===== config.mk =====
export PLATFORM = sky130hd
export DESIGN_NAME = trig_lut_scheduler_flat
export DESIGN_NICKNAME = d
export VERILOG_FILES = /design/src/rtl/trig_lut_scheduler_pkg.sv /design/src/rtl/trig_lut_scheduler_if.sv /design/src/rtl/trig_lut_scheduler_rr_arbiter.sv /design/src/rtl/trig_lut_scheduler.sv /design/src/flat_wrapper.sv
export SDC_FILE = /design/constraint.sdc
export NUM_CORES = 1
export LEC_CHECK = 0
export CAP_MARGIN = 20
export CORE_UTILIZATION = 40
export DETAILED_ROUTE_END_ITERATION = 10
export MAX_ROUTING_LAYER = met4
export PLACE_DENSITY = 0.79
export SLEW_MARGIN = 20
export SYNTH_ARGS = -nofsm -noshare
export SYNTH_HDL_FRONTEND = slang
export SYNTH_HIERARCHICAL = 1
export SYNTH_SLANG_ARGS = --single-unit

===== constraint.sdc =====
create_clock -name clk -period 10.1 [get_ports clk]
set_input_delay 2.525 -clock clk [delete_from_list [all_inputs] [get_ports clk]]
set_output_delay 2.525 -clock clk [all_outputs]
set_load 0.01 [all_outputs]

===== src/rtl/trig_lut_scheduler_pkg.sv =====
// Shared function codes, angle constants and FSM encoding for trig_lut_scheduler.
`ifndef DATA_WIDTH
`define DATA_WIDTH 32
`endif

package trig_lut_scheduler_pkg;

  localparam logic [2:0] FUNC_SIN   = 3'd0;
  localparam logic [2:0] FUNC_COS   = 3'd1;
  localparam logic [2:0] FUNC_TAN   = 3'd2;
  localparam logic [2:0] FUNC_COT   = 3'd3;
  localparam logic [2:0] FUNC_SEC   = 3'd4;
  localparam logic [2:0] FUNC_COSEC = 3'd5;

  localparam int unsigned DEG_90  = 90;
  localparam int unsigned DEG_180 = 180;
  localparam int unsigned DEG_270 = 270;
  localparam int unsigned DEG_360 = 360;

  localparam logic [63:0] QNAN = 64'h7FF8_0000_0000_0000;

  typedef enum logic [2:0] {
    IDLE,
    REDUCE,
    QUAD,
    ISSUE,
    CAPTURE,
    RESP
  } state_t;

  function automatic logic func_valid(input logic [2:0] f);
    return f <= FUNC_COSEC;
  endfunction

endpackage


===== src/rtl/trig_lut_scheduler_if.sv =====
// Requester/consumer bus of trig_lut_scheduler; TRIG_SCHED_UNDEF_FLAG_EN adds resp_undef.
`ifndef DATA_WIDTH
`define DATA_WIDTH 32
`endif

interface trig_lut_scheduler_if #(
  parameter int unsigned NUM_REQ = 4,
  parameter int unsigned ANGLE_W = 16,
  parameter int unsigned ID_W    = 2
);
  logic [NUM_REQ-1:0]         req_valid;
  logic [NUM_REQ-1:0]         req_ready;
  logic [NUM_REQ*3-1:0]       req_func;
  logic [NUM_REQ*ANGLE_W-1:0] req_angle;
  logic                       resp_valid;
  logic                       resp_ready;
  logic [`DATA_WIDTH*2-1:0]   resp_data;
  logic [ID_W-1:0]            resp_id;
`ifdef TRIG_SCHED_UNDEF_FLAG_EN
  logic                       resp_undef;

  modport master (output req_valid, req_func, req_angle, resp_ready,
                  input  req_ready, resp_valid, resp_data, resp_id, resp_undef);
  modport slave  (input  req_valid, req_func, req_angle, resp_ready,
                  output req_ready, resp_valid, resp_data, resp_id, resp_undef);
`else
  modport master (output req_valid, req_func, req_angle, resp_ready,
                  input  req_ready, resp_valid, resp_data, resp_id);
  modport slave  (input  req_valid, req_func, req_angle, resp_ready,
                  output req_ready, resp_valid, resp_data, resp_id);
`endif
endinterface


===== src/rtl/trig_lut_scheduler_rr_arbiter.sv =====
// Round-robin arbiter: grants the first set request at or after rr_ptr, wrapping.
module rr_arbiter #(
  parameter int unsigned NUM_REQ = 4,
  parameter int unsigned ID_W    = 2
) (
  input  logic [NUM_REQ-1:0] req,
  input  logic               enable,
  input  logic [ID_W-1:0]    rr_ptr,
  output logic [NUM_REQ-1:0] grant,
  output logic [ID_W-1:0]    id
);
  logic [NUM_REQ-1:0] req_rot;
  logic               found;
  int unsigned        sel;

  // Rotate so that bit 0 is the requester at rr_ptr; the first set bit wins.
  assign req_rot = NUM_REQ'({req, req} >> rr_ptr);

  always_comb begin
    found = 1'b0;
    sel   = 0;
    for (int unsigned i = 0; i < NUM_REQ; i++) begin
      if (!found && req_rot[i]) begin
        found = 1'b1;
        sel   = 32'(rr_ptr) + i;
      end
    end
    if (sel >= NUM_REQ) sel = sel - NUM_REQ;
    id    = ID_W'(sel);
    grant = (enable && found) ? (NUM_REQ'(1) << id) : '0;
  end
endmodule


===== src/rtl/trig_lut_scheduler.sv =====
// Round-robin scheduler sharing one trig LUT bank; angle reduction, quadrant mapping, result return.
// Optional: TRIG_SCHED_UNDEF_FLAG_EN adds resp_undef and forces qNaN for undefined results.
module trig_lut_scheduler
  import trig_lut_scheduler_pkg::*;
#(
  parameter int unsigned NUM_REQ = 4,
  parameter int unsigned ANGLE_W = 16,
  parameter int unsigned ID_W    = 2
) (
  input  logic                     clk,
  input  logic                     reset_n,
  trig_lut_scheduler_if.slave      bus,
  output logic [5:0]               lut_en,
  output logic [1:0]               lut_quadrant,
  output logic [`DATA_WIDTH-1:0]   lut_angle,
  input  logic [`DATA_WIDTH*2-1:0] lut_result,
  output logic                     busy
);
  state_t             state;
  logic [ID_W-1:0]    rr_ptr, gnt_id, id_r;
  logic [NUM_REQ-1:0] gnt;
  logic               arb_en;
  logic [2:0]         func_r, func_c;
  logic [ANGLE_W-1:0] angle_r, angle_c;
  logic [8:0]         a9, ref_c;
  logic [1:0]         quad_c;

  // Accept strobe is combinational so valid&ready coincide on the sampling edge.
  assign arb_en = (state == IDLE) && reset_n;

  rr_arbiter #(.NUM_REQ(NUM_REQ), .ID_W(ID_W)) u_arb (
    .req    (bus.req_valid),
    .enable (arb_en),
    .rr_ptr (rr_ptr),
    .grant  (gnt),
    .id     (gnt_id)
  );

  assign bus.req_ready = gnt;
  assign busy          = (state != IDLE);

  always_comb begin
    func_c  = '0;
    angle_c = '0;
    for (int unsigned i = 0; i < NUM_REQ; i++) begin
      if (gnt_id == ID_W'(i)) begin
        func_c  = bus.req_func[i*3 +: 3];
        angle_c = bus.req_angle[i*ANGLE_W +: ANGLE_W];
      end
    end
  end

  // After REDUCE the angle is below 360, so nine bits carry it.
  assign a9 = angle_r[8:0];

  always_comb begin
    if (a9 < 9'(DEG_90)) begin
      quad_c = 2'd0;
      ref_c  = a9;
    end else if (a9 < 9'(DEG_180)) begin
      quad_c = 2'd1;
      ref_c  = 9'(DEG_180) - a9;
    end else if (a9 < 9'(DEG_270)) begin
      quad_c = 2'd2;
      ref_c  = a9 - 9'(DEG_180);
    end else begin
      quad_c = 2'd3;
      ref_c  = 9'(DEG_360) - a9;
    end
  end

`ifdef TRIG_SCHED_UNDEF_FLAG_EN
  logic undef_c;
  always_comb begin
    case (func_r)
      FUNC_SIN, FUNC_COS:   undef_c = 1'b0;
      FUNC_TAN, FUNC_SEC:   undef_c = (lut_angle == `DATA_WIDTH'(DEG_90));
      FUNC_COT, FUNC_COSEC: undef_c = (lut_angle == '0);
      default:              undef_c = 1'b1;
    endcase
  end
`endif

  always_ff @(posedge clk) begin
    if (!reset_n) begin
      state          <= IDLE;
      rr_ptr         <= '0;
      id_r           <= '0;
      func_r         <= '0;
      angle_r        <= '0;
      lut_en         <= '0;
      lut_quadrant   <= '0;
      lut_angle      <= '0;
      bus.resp_valid <= 1'b0;
      bus.resp_data  <= '0;
      bus.resp_id    <= '0;
`ifdef TRIG_SCHED_UNDEF_FLAG_EN
      bus.resp_undef <= 1'b0;
`endif
    end else begin
      case (state)
        IDLE: if (|gnt) begin
          func_r  <= func_c;
          angle_r <= angle_c;
          id_r    <= gnt_id;
          rr_ptr  <= (gnt_id == ID_W'(NUM_REQ - 1)) ? '0 : gnt_id + 1'b1;
          state   <= REDUCE;
        end
        REDUCE: begin
          if (angle_r >= ANGLE_W'(DEG_360)) angle_r <= angle_r - ANGLE_W'(DEG_360);
          else                              state   <= QUAD;
        end
        QUAD: begin
          lut_quadrant <= quad_c;
          lut_angle    <= `DATA_WIDTH'(ref_c);
          if (func_valid(func_r)) begin
            // Enable rises with quadrant/angle so the registered LUTs see them in ISSUE.
            lut_en <= 6'b1 << func_r;
            state  <= ISSUE;
          end else begin
            bus.resp_id    <= id_r;
            bus.resp_valid <= 1'b1;
`ifdef TRIG_SCHED_UNDEF_FLAG_EN
            bus.resp_data  <= QNAN;
            bus.resp_undef <= 1'b1;
`else
            bus.resp_data  <= '0;
`endif
            state <= RESP;
          end
        end
        ISSUE: state <= CAPTURE;
        CAPTURE: begin
          lut_en         <= '0;
          bus.resp_id    <= id_r;
          bus.resp_valid <= 1'b1;
`ifdef TRIG_SCHED_UNDEF_FLAG_EN
          bus.resp_undef <= undef_c;
          bus.resp_data  <= undef_c ? QNAN : lut_result;
`else
          bus.resp_data  <= lut_result;
`endif
          state <= RESP;
        end
        RESP: if (bus.resp_ready) begin
          bus.resp_valid <= 1'b0;
          state          <= IDLE;
        end
        default: state <= IDLE;
      endcase
    end
  end
endmodule


===== src/flat_wrapper.sv =====
// flat-port wrapper written by rule: the top's interface ports become plain ports
module trig_lut_scheduler_flat import trig_lut_scheduler_pkg::*;
#(
  parameter int unsigned NUM_REQ = 4,
  parameter int unsigned ANGLE_W = 16,
  parameter int unsigned ID_W    = 2
)
  (clk, reset_n, lut_en, lut_quadrant, lut_angle, lut_result, busy, bus_req_valid, bus_req_func, bus_req_angle, bus_resp_ready, bus_req_ready, bus_resp_valid, bus_resp_data, bus_resp_id);
  trig_lut_scheduler_if #(.NUM_REQ(NUM_REQ), .ANGLE_W(ANGLE_W), .ID_W(ID_W)) bus_i ();
  input  logic clk;
  input  logic reset_n;
  output logic [5:0] lut_en;
  output logic [1:0] lut_quadrant;
  output logic [`DATA_WIDTH-1:0] lut_angle;
  input  logic [`DATA_WIDTH*2-1:0] lut_result;
  output logic busy;
  input wire logic [$bits(bus_i.req_valid)-1:0] bus_req_valid;
  input wire logic [$bits(bus_i.req_func)-1:0] bus_req_func;
  input wire logic [$bits(bus_i.req_angle)-1:0] bus_req_angle;
  input wire logic [$bits(bus_i.resp_ready)-1:0] bus_resp_ready;
  output wire logic [$bits(bus_i.req_ready)-1:0] bus_req_ready;
  output wire logic [$bits(bus_i.resp_valid)-1:0] bus_resp_valid;
  output wire logic [$bits(bus_i.resp_data)-1:0] bus_resp_data;
  output wire logic [$bits(bus_i.resp_id)-1:0] bus_resp_id;
  assign bus_i.req_valid = bus_req_valid;
  assign bus_i.req_func = bus_req_func;
  assign bus_i.req_angle = bus_req_angle;
  assign bus_i.resp_ready = bus_resp_ready;
  assign bus_req_ready = bus_i.req_ready;
  assign bus_resp_valid = bus_i.resp_valid;
  assign bus_resp_data = bus_i.resp_data;
  assign bus_resp_id = bus_i.resp_id;
  trig_lut_scheduler #(.NUM_REQ(NUM_REQ), .ANGLE_W(ANGLE_W), .ID_W(ID_W)) u_core (.clk(clk), .reset_n(reset_n), .bus(bus_i), .lut_en(lut_en), .lut_quadrant(lut_quadrant), .lut_angle(lut_angle), .lut_result(lut_result), .busy(busy));
endmodule

### Yosys cells after proc, flatten, opt, wreduce, memory -nomap -nowiden

Index checks and enable logic that the tools add are counted.

* output and inout port bits: 112
* logic and storage cells: 106
* flip-flop bits (word level): 110
* input port bits: 147

* $lt $le $gt $ge: 6
* add/subtract/negate cells: 9
* equal/unequal tests: 14
* shifts and indexed selects: 3
* reduce and logical (&&, ||, !) cells: 21
* muxes and demuxes: 42

Operator list (count)
* $pmux 64 s2: 1
* $mux 16: 6
* $mux 32: 3
* $mux 64: 1
* $ge 32x3->1 const B: 1
* $pmux 16 s2: 1
* $mux 9: 3
* $mux 3: 8
* $pmux 3 s6: 1
* $ge 16x9->1 const B: 1
* $sub 16x9->16 const B: 1
* $mux 2: 6
* $pmux 6 s2: 1
* $lt 9x7->1 const B: 1
* $lt 9x8->1 const B: 1
* $lt 9x9->1 const B: 1
* $reduce_and 3->1: 3
* $sub 8x9->9 const A: 1
* $sub 9x8->9 const B: 1
* $sub 9x9->9 const A: 1
* $ne 2x2->1 const B: 4
* $shr 8x2->4: 1
* $mux 1: 7
* $add 2x2->3 const B: 2
* other kinds (24): 38

### Depth between registers and ports, before layout

Gate-level depths: netlist (run 1).

* depth after elaboration: 20
* gate-level depth with buffers: 14
* gate-level depth less buffers: 11

### Modules after synthesis

Netlist (run 1), hierarchy kept.

By module, submodules not included
* trig_lut_scheduler: instances 1, area an instance 5652.9 µm², sequential area each 2202.1 µm², cells each 684
* rr_arbiter: instances 1, area an instance 123.9 µm², sequential area each 0.0 µm², cells each 17

### Least setup slack after synthesis (run 1)

No wires, ideal clock.

* path type: input -> output
* from: in reset_n
* to: out bus_req_ready[2]
* setup slack: 3778 ps
* arrival time: 3797 ps
* data required time: 7575 ps
* buffers on the path: 3
* stages on the path: 7
* cells stage by stage: clkbuf_1 > inv_2 > clkbuf_1 > buf_1 > nor2_1 > o41ai_2 > nor3b_1

* cells in the longest elaborated chain, start to end: 3

RTL lines
* from (decl): RTL line flat_wrapper.sv:11 `input logic reset_n;`
* $logic_and 1x1->1: RTL line trig_lut_scheduler.sv:29 `assign arb_en = (state == IDLE) && reset_n;`
* via u_core.arb_en: RTL line trig_lut_scheduler.sv:22 `logic arb_en;`
* $logic_and 1x1->1: RTL line trig_lut_scheduler_rr_arbiter.sv:30 `grant = (enable && found) ? (NUM_REQ'(1) << id) : '0;`
* $mux 4: RTL line trig_lut_scheduler_rr_arbiter.sv:30
* to (decl): RTL line flat_wrapper.sv:21 `output wire logic [$bits(bus_i.req_ready)-1:0] bus_req_ready;`

The timed path passes the listed nets, and every way through them passes these cells.

### Worst setup path after layout (run 1)

Same ends and word-level chain as after synthesis.

==> results of run 1 <==
-- cell usage in the layout (no fill, tap or decap), types with 14 or more instances in the layout --
cell,count
inv_1,19
nor2_1,90
dfxtp_1,110
a221oi_1,16
a21oi_1,38
conb_1,23
nor2b_1,14
o21ai_0,25
nand2_1,43
clkdlybuf4s50_1,235
a22oi_1,74
nor3_1,17
ha_1,14
-- kinds of logic after synthesis --
family | share of synthesized area
AOI/OAI and AO/OA | 0.308
adders and majority gates | 0.0303
muxes | 0.0121
and+or+nand+nor | 0.177
buffers and inverters | 0.0879
other | 0.000649
xor gates and xnor gates | 0.00303
DFF | 0.381
-- layout make-up --
class,count,area [um^2]
clock buffers,9,225
repair buffers,242,2400
multi-input cells,504,3180
clock inverters,6,47.5
well taps,180,225
flip-flops and latches,110,2200
fillers,1263,5620
inverters,21,78.8
-- state kept, by name (all words and copies together) (netlist names) --
signal	count
u_core/bus.resp_valid	1
u_core/rr_ptr	2
u_core/bus.resp_id	2
u_core/state	3
u_core/lut_quadrant	2
u_core/lut_angle	9
u_core/id_r	2
u_core/func_r	3
u_core/bus.resp_data	64
u_core/angle_r	16
u_core/lut_en	6
-- critical path, stage by stage --
cell,delay (ns)
clkdlybuf4s50_1,1.11
inv_2,0.06
nor2_1,0.16
o41ai_2,0.13
nor3b_1,0.23
clkdlybuf4s50_1,0.57
-- metrics by stage --
step	std cells	util
floorplan	723	-
global placement	1057	0.578
detailed placement	1057	0.578
CTS	1072	0.597
global route	1072	0.598
finish	1072	0.598
-- how the worst max path moves through the flow --
stage,start,endpoint,slack [ns],cells after the start
after floorplan,reset_n,bus_req_ready[2],3.78,7
after global placement,reset_n,bus_req_ready[2],2.80,6
after detailed placement,reset_n,bus_req_ready[2],2.77,6
after CTS,reset_n,bus_req_ready[2],2.76,6
after global routing,reset_n,bus_req_ready[2],2.58,6
final,reset_n,bus_req_ready[2],2.77,6
-- power groups by stage --
stage / Sequential, W / Combinational [W] / Clock, W
final: 0.000618 / 0.000867 / 0.000332
after global routing: 0.000633 / 0.000957 / 0.000356
after CTS: 0.000614 / 0.000859 / 0.000342
after detailed placement: 0.000624 / 0.000854 / 0
after global placement: 0.000621 / 0.000846 / 0
after floorplan: 0.000567 / 0.000645 / 0
-- per-layer routing --
layer	vias to the layer above	part of all wire	track usage
met5	-	0	-
met4	0	0.019	0.0747
met3	23	0.068	0.0332
met2	260	0.47	0.368
met1	2744	0.45	0.304
li1	2929	-	-
==> flow_metrics.py, run 1 <==
metrics = {
    "run_status": {
        "status": "finished, final reports clean",
    },
    "yosys": {
        "yosys_register_bits": 110,
        "yosysMostFrequentCell": "dfxtp_1",
        "synthesis.yosys.warnings": 6,
        "synth_top_flop_cell": "dfxtp_1",
        "synth_sequential_area_ratio": 0.381,
        "async_flop_share": 0,
        "synth_top_cells_by_count": "dfxtp_1 (110), nor2_1 (90), a22oi_1 (74)",
        "netlist.area_leader.share": 0.381,
        "postSynthAreaPerCell_um2": 8.24,
        "synth.top_cells.by_area": "dfxtp_1 (38%), a22oi_1 (9.6%), nor2_1 (5.8%)",
        "synth_cells": 701,
        "syn-cell-area_um2": 5780,
        "post_synth_edffs": 0,
        "synth.largest_area_cell": "dfxtp_1",
        "number_of_different_library_cells_in_the_post_synthesis_netlist": 68,
    },
    "power": {
        "sequentialPowerShare": 0.340,
        "p_leak_nw": 3.03,
        "post_layout_power_w": 0.00182,
        "power_report.internal_total_w": 0.00106,
        "peakVddDrop_uv": 139,
        "clkPwrFrac": 0.183,
        "combinational_fraction_of_design_power": 0.477,
        "p_sw_frac": 0.414,
        "power_density_nw_per_um2": 217,
        "power_switching_w": 0.000753,
    },
    "job": {
        "max-cap-violations": 0,
    },
    "clock_tree": {
        "cts_tree": "built",
        "cts_inserted_buffers": 9,
        "cts.repair_timing.setup_buffer_count": 0,
        "clk-insertion-delay-late_ns": 0.35,
        "clock_tree.htree_level_count": 3,
        "clock_net_sink_count": 110,
        "postCtsResizedCells": 0,
        "buffer_depth_of_the_longest_clock_path": 2,
        "path_clk_slew_ns": 0.07,
        "cts_root_buf": "clkbuf_16",
        "postCtsHoldBufs": 0,
    },
    "drt": {
        "route.detailed.vias_per_inst": 5.56,
        "route.antenna.remaining_nets": 0,
        "via_count": 5956,
        "drt_pass1_iterations": 5,
        "wirelength_um": 17400,
        "remaining_drc_errors": 0,
        "first_iter_violations": 379,
        "wl_per_cell_um": 16.2,
    },
    "die": {
        "fp.dieW_um": 122,
        "die_height_um": 122,
        "core_area_um2": 14000,
        "num_rows": 43,
        "boundaryPins": 259,
        "design.die.area_um2": 14900,
        "start_util": 0.413,
    },
    "global_routing": {
        "global_route.overflow_total": 0,
        "first_global_vias": 5403,
        "grt_util_all_layers": 0.232,
        "antenna_found_initial": 0,
        "global_route_wire_length_before_repair_um": 27100,
        "grt_max_degree": 89,
    },
    "timing": {
        "timing.final.ws_setup_ns": 2.77,
        "final_period_minus_worst_setup_slack_ns": 7.33,
        "timing_limited_maximum_frequency_mhz": 136,
        "tns_ns": 0,
        "final_cycle_share": 0.725,
        "holdWs_ns": 0.454,
        "setup-violations-final": 0,
        "final_number_of_max_transition_violations": 0,
        "grt_setup_unrepaired": "false",
        "worst_clock_skew_ns": 0.00831,
        "report.final.hold_viol_count": 0,
        "worstMarginPinSlew_ns": 0.981,
        "slew_headroom": 0.344,
    },
    "placement": {
        "post-dp-hpwl_um": 12400,
        "place_area_um2": 8090,
        "place_worst_setup_slack_ns": 2.77,
        "port-buffer-count": 235,
        "place_congestion": 0.919,
    },
    "cells_and_area": {
        "design_area_um2": 8360,
        "syn2layout_area_growth_pct": 44.8,
        "antenna_cells_inserted": 0,
        "post_route_cells_drive_above_1_share": 0.0426,
        "layout.nets": 1049,
    },
    "min_path": {
        "hold_removal_path_class": "reg2reg",
        "min_from": "u_core/bus.resp_valid",
        "hold-path-cell-count": 2,
        "hold_path_end": "u_core/bus.resp_valid",
    },
    "critical_path": {
        "timing.rr.end": "u_core/angle_r[3]",
        "arrival_ns": 4.80,
        "worst-r2r-cell-count": 10,
        "cp.required_ns": 7.58,
        "source_of_the_worst_register_to_register_timing_path": "u_core/rr_ptr[1]",
        "r2r_setup_slack_ns": 6.60,
        "worst-setup-path-type": "in2out",
        "crit_path_start_kind": "input pin",
        "critical_path.max_fanout": 24,
        "setup.worst_path.end_class": "primary output",
    },
}
No activity file was read; power rests on OpenSTA's default activity.
==> run 2, diff against run 1 <==
clock period = 6.9 ns   (was 10.1 ns; I/O delays follow)
==> run 2 against run 1 <==
Compared with the run above:
- worst hold slack improved by 0.0030 ns
- register-to-register slack worse by 3.2 ns
- combinational power grew 48%
- global-route usage is 0.28 points higher
- critical endpoint is now bus_req_ready[1]
- largest power group unchanged
- largest cell class unchanged
- sequential share of layout area is essentially flat
- die area stayed put
- final area rose by 0.10%
- highest routed layer unchanged
- worst setup slack got worse by 1.5 ns
- clock power grew 48%
- count of clock-buffer cells in the layout grew 1
- first-iteration DRC count up 19%
==> flow_metrics.py, run 2 (same netlist as run 1, synthesis figures left out) <==
metrics = {
    "run_status": {
        "status": "finished, final reports clean",
    },
    "clock_tree": {
        "buffer_depth_of_the_longest_clock_path": 2,
        "cts_tree": "built",
        "cts.repair_timing.setup_buffer_count": 0,
        "cts_inserted_buffers": 9,
        "clk-insertion-delay-late_ns": 0.35,
        "path_clk_slew_ns": 0.07,
        "postCtsHoldBufs": 0,
        "cts_root_buf": "clkbuf_16",
        "clock_tree.htree_level_count": 3,
        "postCtsResizedCells": 0,
        "clock_net_sink_count": 110,
    },
    "critical_path": {
        "timing.critical_path.cells": "clkdlybuf4s50_1 > mux2i_1 > nor2_1 > a311oi_2 > nor3b_2 > clkdlybuf4s50_1",
        "critical_path.max_fanout": 9,
        "slowest_stage_cell_crit_path": "clkdlybuf4s50_1",
        "cp.required_ns": 5.18,
        "worst-r2r-cell-count": 9,
        "setup.worst_path.end_class": "primary output",
        "worst-setup-path-type": "in2out",
        "worst_path_dominant_cell_family": "buffers and inverters",
        "cpMostUsedCell": "clkdlybuf4s50_1",
        "worstPathBufferInverterCount": 2,
        "crit_path_start_kind": "input pin",
        "slowest_delay_ns": 0.57,
        "arrival_ns": 3.90,
        "r2r_setup_slack_ns": 3.38,
        "source_of_the_worst_register_to_register_timing_path": "u_core/rr_ptr[1]",
        "timing.rr.end": "u_core/angle_r[3]",
    },
    "cells_and_area": {
        "largest_register_ffs": 64,
        "sequential_cell_area_um2": 2200,
        "post-route-util": 0.599,
        "regMostFlops": "u_core/bus.resp_data",
        "largest_registers": "u_core/bus.resp_data x64, u_core/angle_r x16, u_core/lut_angle x9",
        "layout.nets": 1050,
        "syn2layout_area_growth_pct": 44.9,
        "leading_cell_type_in_the_layout_fill_and_taps_excluded": "clkdlybuf4s50_1",
        "fillers": 1276,
        "multi_input_comb_area_um2": 3180,
        "mostFrequentLayoutCells": "clkdlybuf4s50_1 (235), dfxtp_1 (110), nor2_1 (90), a22oi_1 (74), nand2_1 (43)",
        "antenna_cells_inserted": 0,
        "finish.cell_count_without_fillers": 1073,
        "post_route_cells_drive_above_1_share": 0.0459,
    },
    "timing": {
        "tns_ns": 0,
        "worst_clock_skew_ns": 0.00533,
        "report.final.hold_viol_count": 0,
        "timing.final.ws_setup_ns": 1.28,
        "final_period_minus_worst_setup_slack_ns": 5.62,
        "worstMarginPinSlew_ns": 0.941,
        "final_cycle_share": 0.815,
        "timing_limited_maximum_frequency_mhz": 178,
        "setup-violations-final": 0,
        "slew_headroom": 0.373,
        "grt_setup_unrepaired": "false",
        "final_number_of_max_transition_violations": 0,
    },
    "placement": {
        "port-buffer-count": 235,
        "place_worst_setup_slack_ns": 1.31,
        "place_congestion": 0.963,
        "post-dp-hpwl_um": 12400,
        "place_inst": 1058,
    },
    "global_routing": {
        "antenna_found_initial": 0,
        "global_route_wire_length_before_repair_um": 27200,
        "grt_util_all_layers": 0.235,
        "first_global_vias": 5287,
        "global_route.overflow_total": 0,
        "grt_max_degree": 89,
    },
    "job": {
        "max-cap-violations": 0,
    },
    "drt": {
        "route.detailed.vias_per_inst": 5.56,
        "wl_per_cell_um": 16.3,
        "remaining_drc_errors": 0,
        "first_iter_violations": 451,
        "route.antenna.remaining_nets": 0,
        "via_count": 5963,
        "wirelength_um": 17500,
        "drt_pass1_iterations": 5,
    },
    "min_path": {
        "hold_path_end": "u_core/id_r[0]",
        "hold-path-cell-count": 2,
        "min_from": "u_core/id_r[0]",
        "hold_removal_path_class": "reg2reg",
    },
    "die": {
        "core_area_um2": 14000,
        "design.die.area_um2": 14900,
        "num_rows": 43,
        "boundaryPins": 259,
        "fp.dieW_um": 122,
        "die_height_um": 122,
        "start_util": 0.413,
    },
    "power": {
        "p_leak_nw": 3.03,
        "peakVddDrop_uv": 192,
        "power_density_nw_per_um2": 319,
    },
}
## run 2: routing by layer
layer,vias up,GRT usage,share of wire,wire (um)
met5,-,-,0,0
li1,2916,-,-,-
met2,267,0.364,0.46,8120
met1,2758,0.316,0.45,7930
met3,22,0.0440,0.068,1200
met4,0,0.0549,0.014,238
## run 2: cell type report
| type | count | share of cell area |
|---|---|---|
| Clock inverter | 5 | 0.00433 |
| Multi-Input combinational cell | 504 | 0.380 |
| Timing Repair Buffer | 243 | 0.288 |
| Clock buffer | 10 | 0.0285 |
| Inverter | 21 | 0.00941 |
| Sequential cell | 110 | 0.263 |
| Tap cell | 180 | 0.0269 |
## run 2: where the power goes
part	leakage, nW	internal (W)	total, W	switching, W
clock	0.127	0.000253	0.000490	0.000237
combinational	2.01	0.000577	0.00128	0.000700
sequential	0.890	0.000737	0.000905	0.000168
## run 2: worst max-delay path by stage
| stage | startpoint | endpoint | cells after the start |
|---|---|---|---|
| floorplan | reset_n | bus_req_ready[2] | 7 |
| detailed placement | bus_req_valid[0] | bus_req_ready[1] | 6 |
| finish | bus_req_valid[0] | bus_req_ready[1] | 6 |
| global route | bus_req_valid[0] | bus_req_ready[1] | 6 |
| CTS | bus_req_valid[0] | bus_req_ready[1] | 6 |
| global placement | bus_req_valid[0] | bus_req_ready[1] | 6 |
## run 2: through the flow
stage / power, W / instance area, um^2 / hold slack [ns]
2_1_floorplan: 0.00177 / 5860 / 0.436
5_1_grt: 0.00285 / 8370 / 0.485
3_5_place_dp: 0.00217 / 8090 / 0.451
6_report: 0.00267 / 8370 / 0.457
4_1_cts: 0.00266 / 8370 / 0.461
3_3_place_gp: 0.00215 / 8090 / 0.443
## run 2: worst reg2reg max path, cell delays in order (launching register included)
cell	delay (ns)
dfxtp_1	0.45
mux2i_1	0.23
nor2_1	0.06
a311oi_2	0.56
ha_1	0.80
nor2b_2	0.33
a221o_1	0.37
a22oi_1	0.25
nor2_1	0.07
o311a_1	0.29
==> run 3, diff against run 2 <==
CORE_UTILIZATION = 38   (was 40)
clock period = 5.09 ns   (was 6.9 ns; I/O delays follow)
==> run 3 against run 2 <==
Compared with the run above:
- the run now ends with design-rule violations left
- clock power rose by 50%
- highest routed layer unchanged
- final cell count is 1.0% higher
- combinational power up 37%
- routed wire length up 3.0%
- critical path type unchanged
- global-route usage up 0.15 points
- worst setup slack worse by 0.75 ns
- register-to-register slack worse by 1.3 ns
- critical path depth is the same
- sequential share of layout area down 0.33 points
- non-clock buffer count is 6 higher
- sequential power is 36% higher
==> flow_metrics.py, run 3 (same netlist as run 1, synthesis figures left out) <==
metrics = {
    "cells_and_area": {
        "largest_register_ffs": 64,
        "sequential_cell_area_um2": 2200,
        "mostFrequentLayoutCells": "clkdlybuf4s50_1 (235), dfxtp_1 (110), nor2_1 (90), a22oi_1 (74), nand2_1 (43)",
        "regMostFlops": "u_core/bus.resp_data",
        "antenna_cells_inserted": 0,
        "layout.nets": 1056,
        "post_route_cells_drive_above_1_share": 0.0511,
        "multi_input_comb_area_um2": 3180,
        "post-route-util": 0.577,
        "finish.cell_count_without_fillers": 1084,
        "largest_registers": "u_core/bus.resp_data x64, u_core/angle_r x16, u_core/lut_angle x9",
        "fillers": 1319,
        "syn2layout_area_growth_pct": 46.8,
        "leading_cell_type_in_the_layout_fill_and_taps_excluded": "clkdlybuf4s50_1",
        "design_area_um2": 8480,
    },
    "timing": {
        "grt_setup_unrepaired": "false",
        "final_period_minus_worst_setup_slack_ns": 4.57,
        "tns_ns": 0,
        "timing_limited_maximum_frequency_mhz": 219,
        "report.final.hold_viol_count": 0,
        "final_cycle_share": 0.897,
        "worst_clock_skew_ns": 0.00870,
        "slew_headroom": 0.374,
        "final_number_of_max_transition_violations": 0,
        "setup-violations-final": 0,
        "worstMarginPinSlew_ns": 0.939,
    },
    "critical_path": {
        "source_of_the_worst_register_to_register_timing_path": "u_core/state[0]",
        "setup.worst_path.end_class": "primary output",
        "r2r_setup_slack_ns": 2.04,
        "arrival_ns": 3.30,
        "critical_path.max_fanout": 8,
        "cp.required_ns": 3.82,
        "worst-setup-path-type": "in2out",
        "crit_path_start_kind": "input pin",
        "timing.rr.end": "u_core/angle_r[7]",
        "worst-r2r-cell-count": 11,
    },
    "clock_tree": {
        "buffer_depth_of_the_longest_clock_path": 2,
        "cts_root_buf": "clkbuf_16",
        "cts_tree": "built",
        "clock_tree.htree_level_count": 3,
        "postCtsResizedCells": 0,
        "cts.repair_timing.setup_buffer_count": 0,
        "path_clk_slew_ns": 0.07,
        "postCtsHoldBufs": 0,
        "cts_inserted_buffers": 9,
        "clock_net_sink_count": 110,
        "clk-insertion-delay-late_ns": 0.35,
    },
    "power": {
        "power_switching_w": 0.00152,
        "post_layout_power_w": 0.00372,
        "power_density_nw_per_um2": 439,
        "p_sw_frac": 0.409,
        "combinational_fraction_of_design_power": 0.473,
        "clkPwrFrac": 0.197,
        "sequentialPowerShare": 0.330,
        "peakVddDrop_uv": 230,
        "p_leak_nw": 3.09,
        "power_report.internal_total_w": 0.00220,
    },
    "die": {
        "start_util": 0.393,
        "core_area_um2": 14700,
        "fp.dieW_um": 125,
        "boundaryPins": 259,
        "num_rows": 44,
        "die_height_um": 125,
        "design.die.area_um2": 15700,
    },
    "drt": {
        "first_iter_violations": 400,
        "drt_pass1_iterations": 8,
        "via_count": 5986,
        "remaining_drc_errors": 17,
        "route.antenna.remaining_nets": 0,
        "wirelength_um": 18000,
        "route.detailed.vias_per_inst": 5.52,
        "wl_per_cell_um": 16.6,
    },
    "global_routing": {
        "grt_util_all_layers": 0.237,
        "global_route_wire_length_before_repair_um": 29200,
        "globalRoute.busiestLayer": "met2",
        "antenna_found_initial": 0,
        "first_global_vias": 5638,
        "gr-usage-met2": 0.382,
        "grt_max_degree": 89,
        "met1_usage": 0.297,
        "globalRouteMet3Util": 0.0513,
        "global_route.overflow_total": 0,
    },
    "placement": {
        "place_area_um2": 8140,
        "place_congestion": 0.897,
        "post-dp-hpwl_um": 13100,
        "place_inst": 1067,
        "port-buffer-count": 235,
    },
    "min_path": {
        "hold_removal_path_class": "reg2reg",
        "hold-path-cell-count": 2,
        "min_from": "u_core/bus.resp_valid",
        "hold_path_end": "u_core/bus.resp_valid",
    },
    "run_status": {
        "status": "complete, but fails checks",
        "violated_checks": "design-rule violations",
    },
    "job": {
        "max-cap-violations": 0,
    },
}
run 3: cell types whose count changed in the layout (fill, tap and decap cells not counted), sizes merged:
| cell | delta |
|---|---|
| inv | +5 |
| clkinv | -1 |
| clkbuf | -1 |
| clkinvlp | -3 |
| bufinv | +1 |
| buf | +6 |
run 3: worst max-delay path by stage:
stage | slack [ns] | start | cells after the start | to
floorplan | 1.19 | reset_n | 13 | u_core/angle_r[3]
global placement | 0.60 | bus_req_valid[0] | 6 | bus_req_ready[0]
detailed placement | 0.53 | bus_req_valid[0] | 6 | bus_req_ready[2]
CTS | 0.52 | bus_req_valid[0] | 6 | bus_req_ready[2]
global route | 0.37 | bus_req_valid[0] | 6 | bus_req_ready[2]
finish | 0.52 | bus_req_valid[0] | 6 | bus_req_ready[2]
run 3: power by group through the flow:
stage	Combinational, W	Clock, W	Sequential (W)
4_1_cts	0.00174	0.000756	0.00122
2_1_floorplan	0.00128	0	0.00112
5_1_grt	0.00194	0.000795	0.00126
6_report	0.00176	0.000735	0.00123
3_5_place_dp	0.00173	0	0.00124
3_3_place_gp	0.00171	0	0.00123
run 3: area by class of cell:
type                    instances  area share
multi-input cells             504       0.375
repair buffers                249       0.292
flip-flops and latches        110       0.260
well taps                     184      0.0272
clock buffers                   9      0.0266
clock inverters                 7     0.00989
inverters                      21     0.00930
run 3: critical path, cell delays in order:
cell and delay [ns]:
clkdlybuf4s50_1 0.51, a21oi_1 0.16, o21ai_0 0.08, o2bb2a_1 0.40
nor3b_1 0.29, clkdlybuf4s50_1 0.59
run 3: through the flow:
| stage | setup slack, ns | hold slack, ns |
|---|---|---|
| finish | 0.522 | 0.456 |
| global route | 0.370 | 0.473 |
| CTS | 0.517 | 0.456 |
| detailed placement | 0.533 | 0.446 |
| global placement | 0.605 | 0.445 |
| floorplan | 1.19 | 0.436 |
run 3: per-layer routing:
| metal | part of all wire | routed length, um |
|---|---|---|
| met5 | 0 | 0 |
| met3 | 0.062 | 1120 |
| met2 | 0.47 | 8450 |
| met1 | 0.45 | 8050 |
| met4 | 0.021 | 384 |
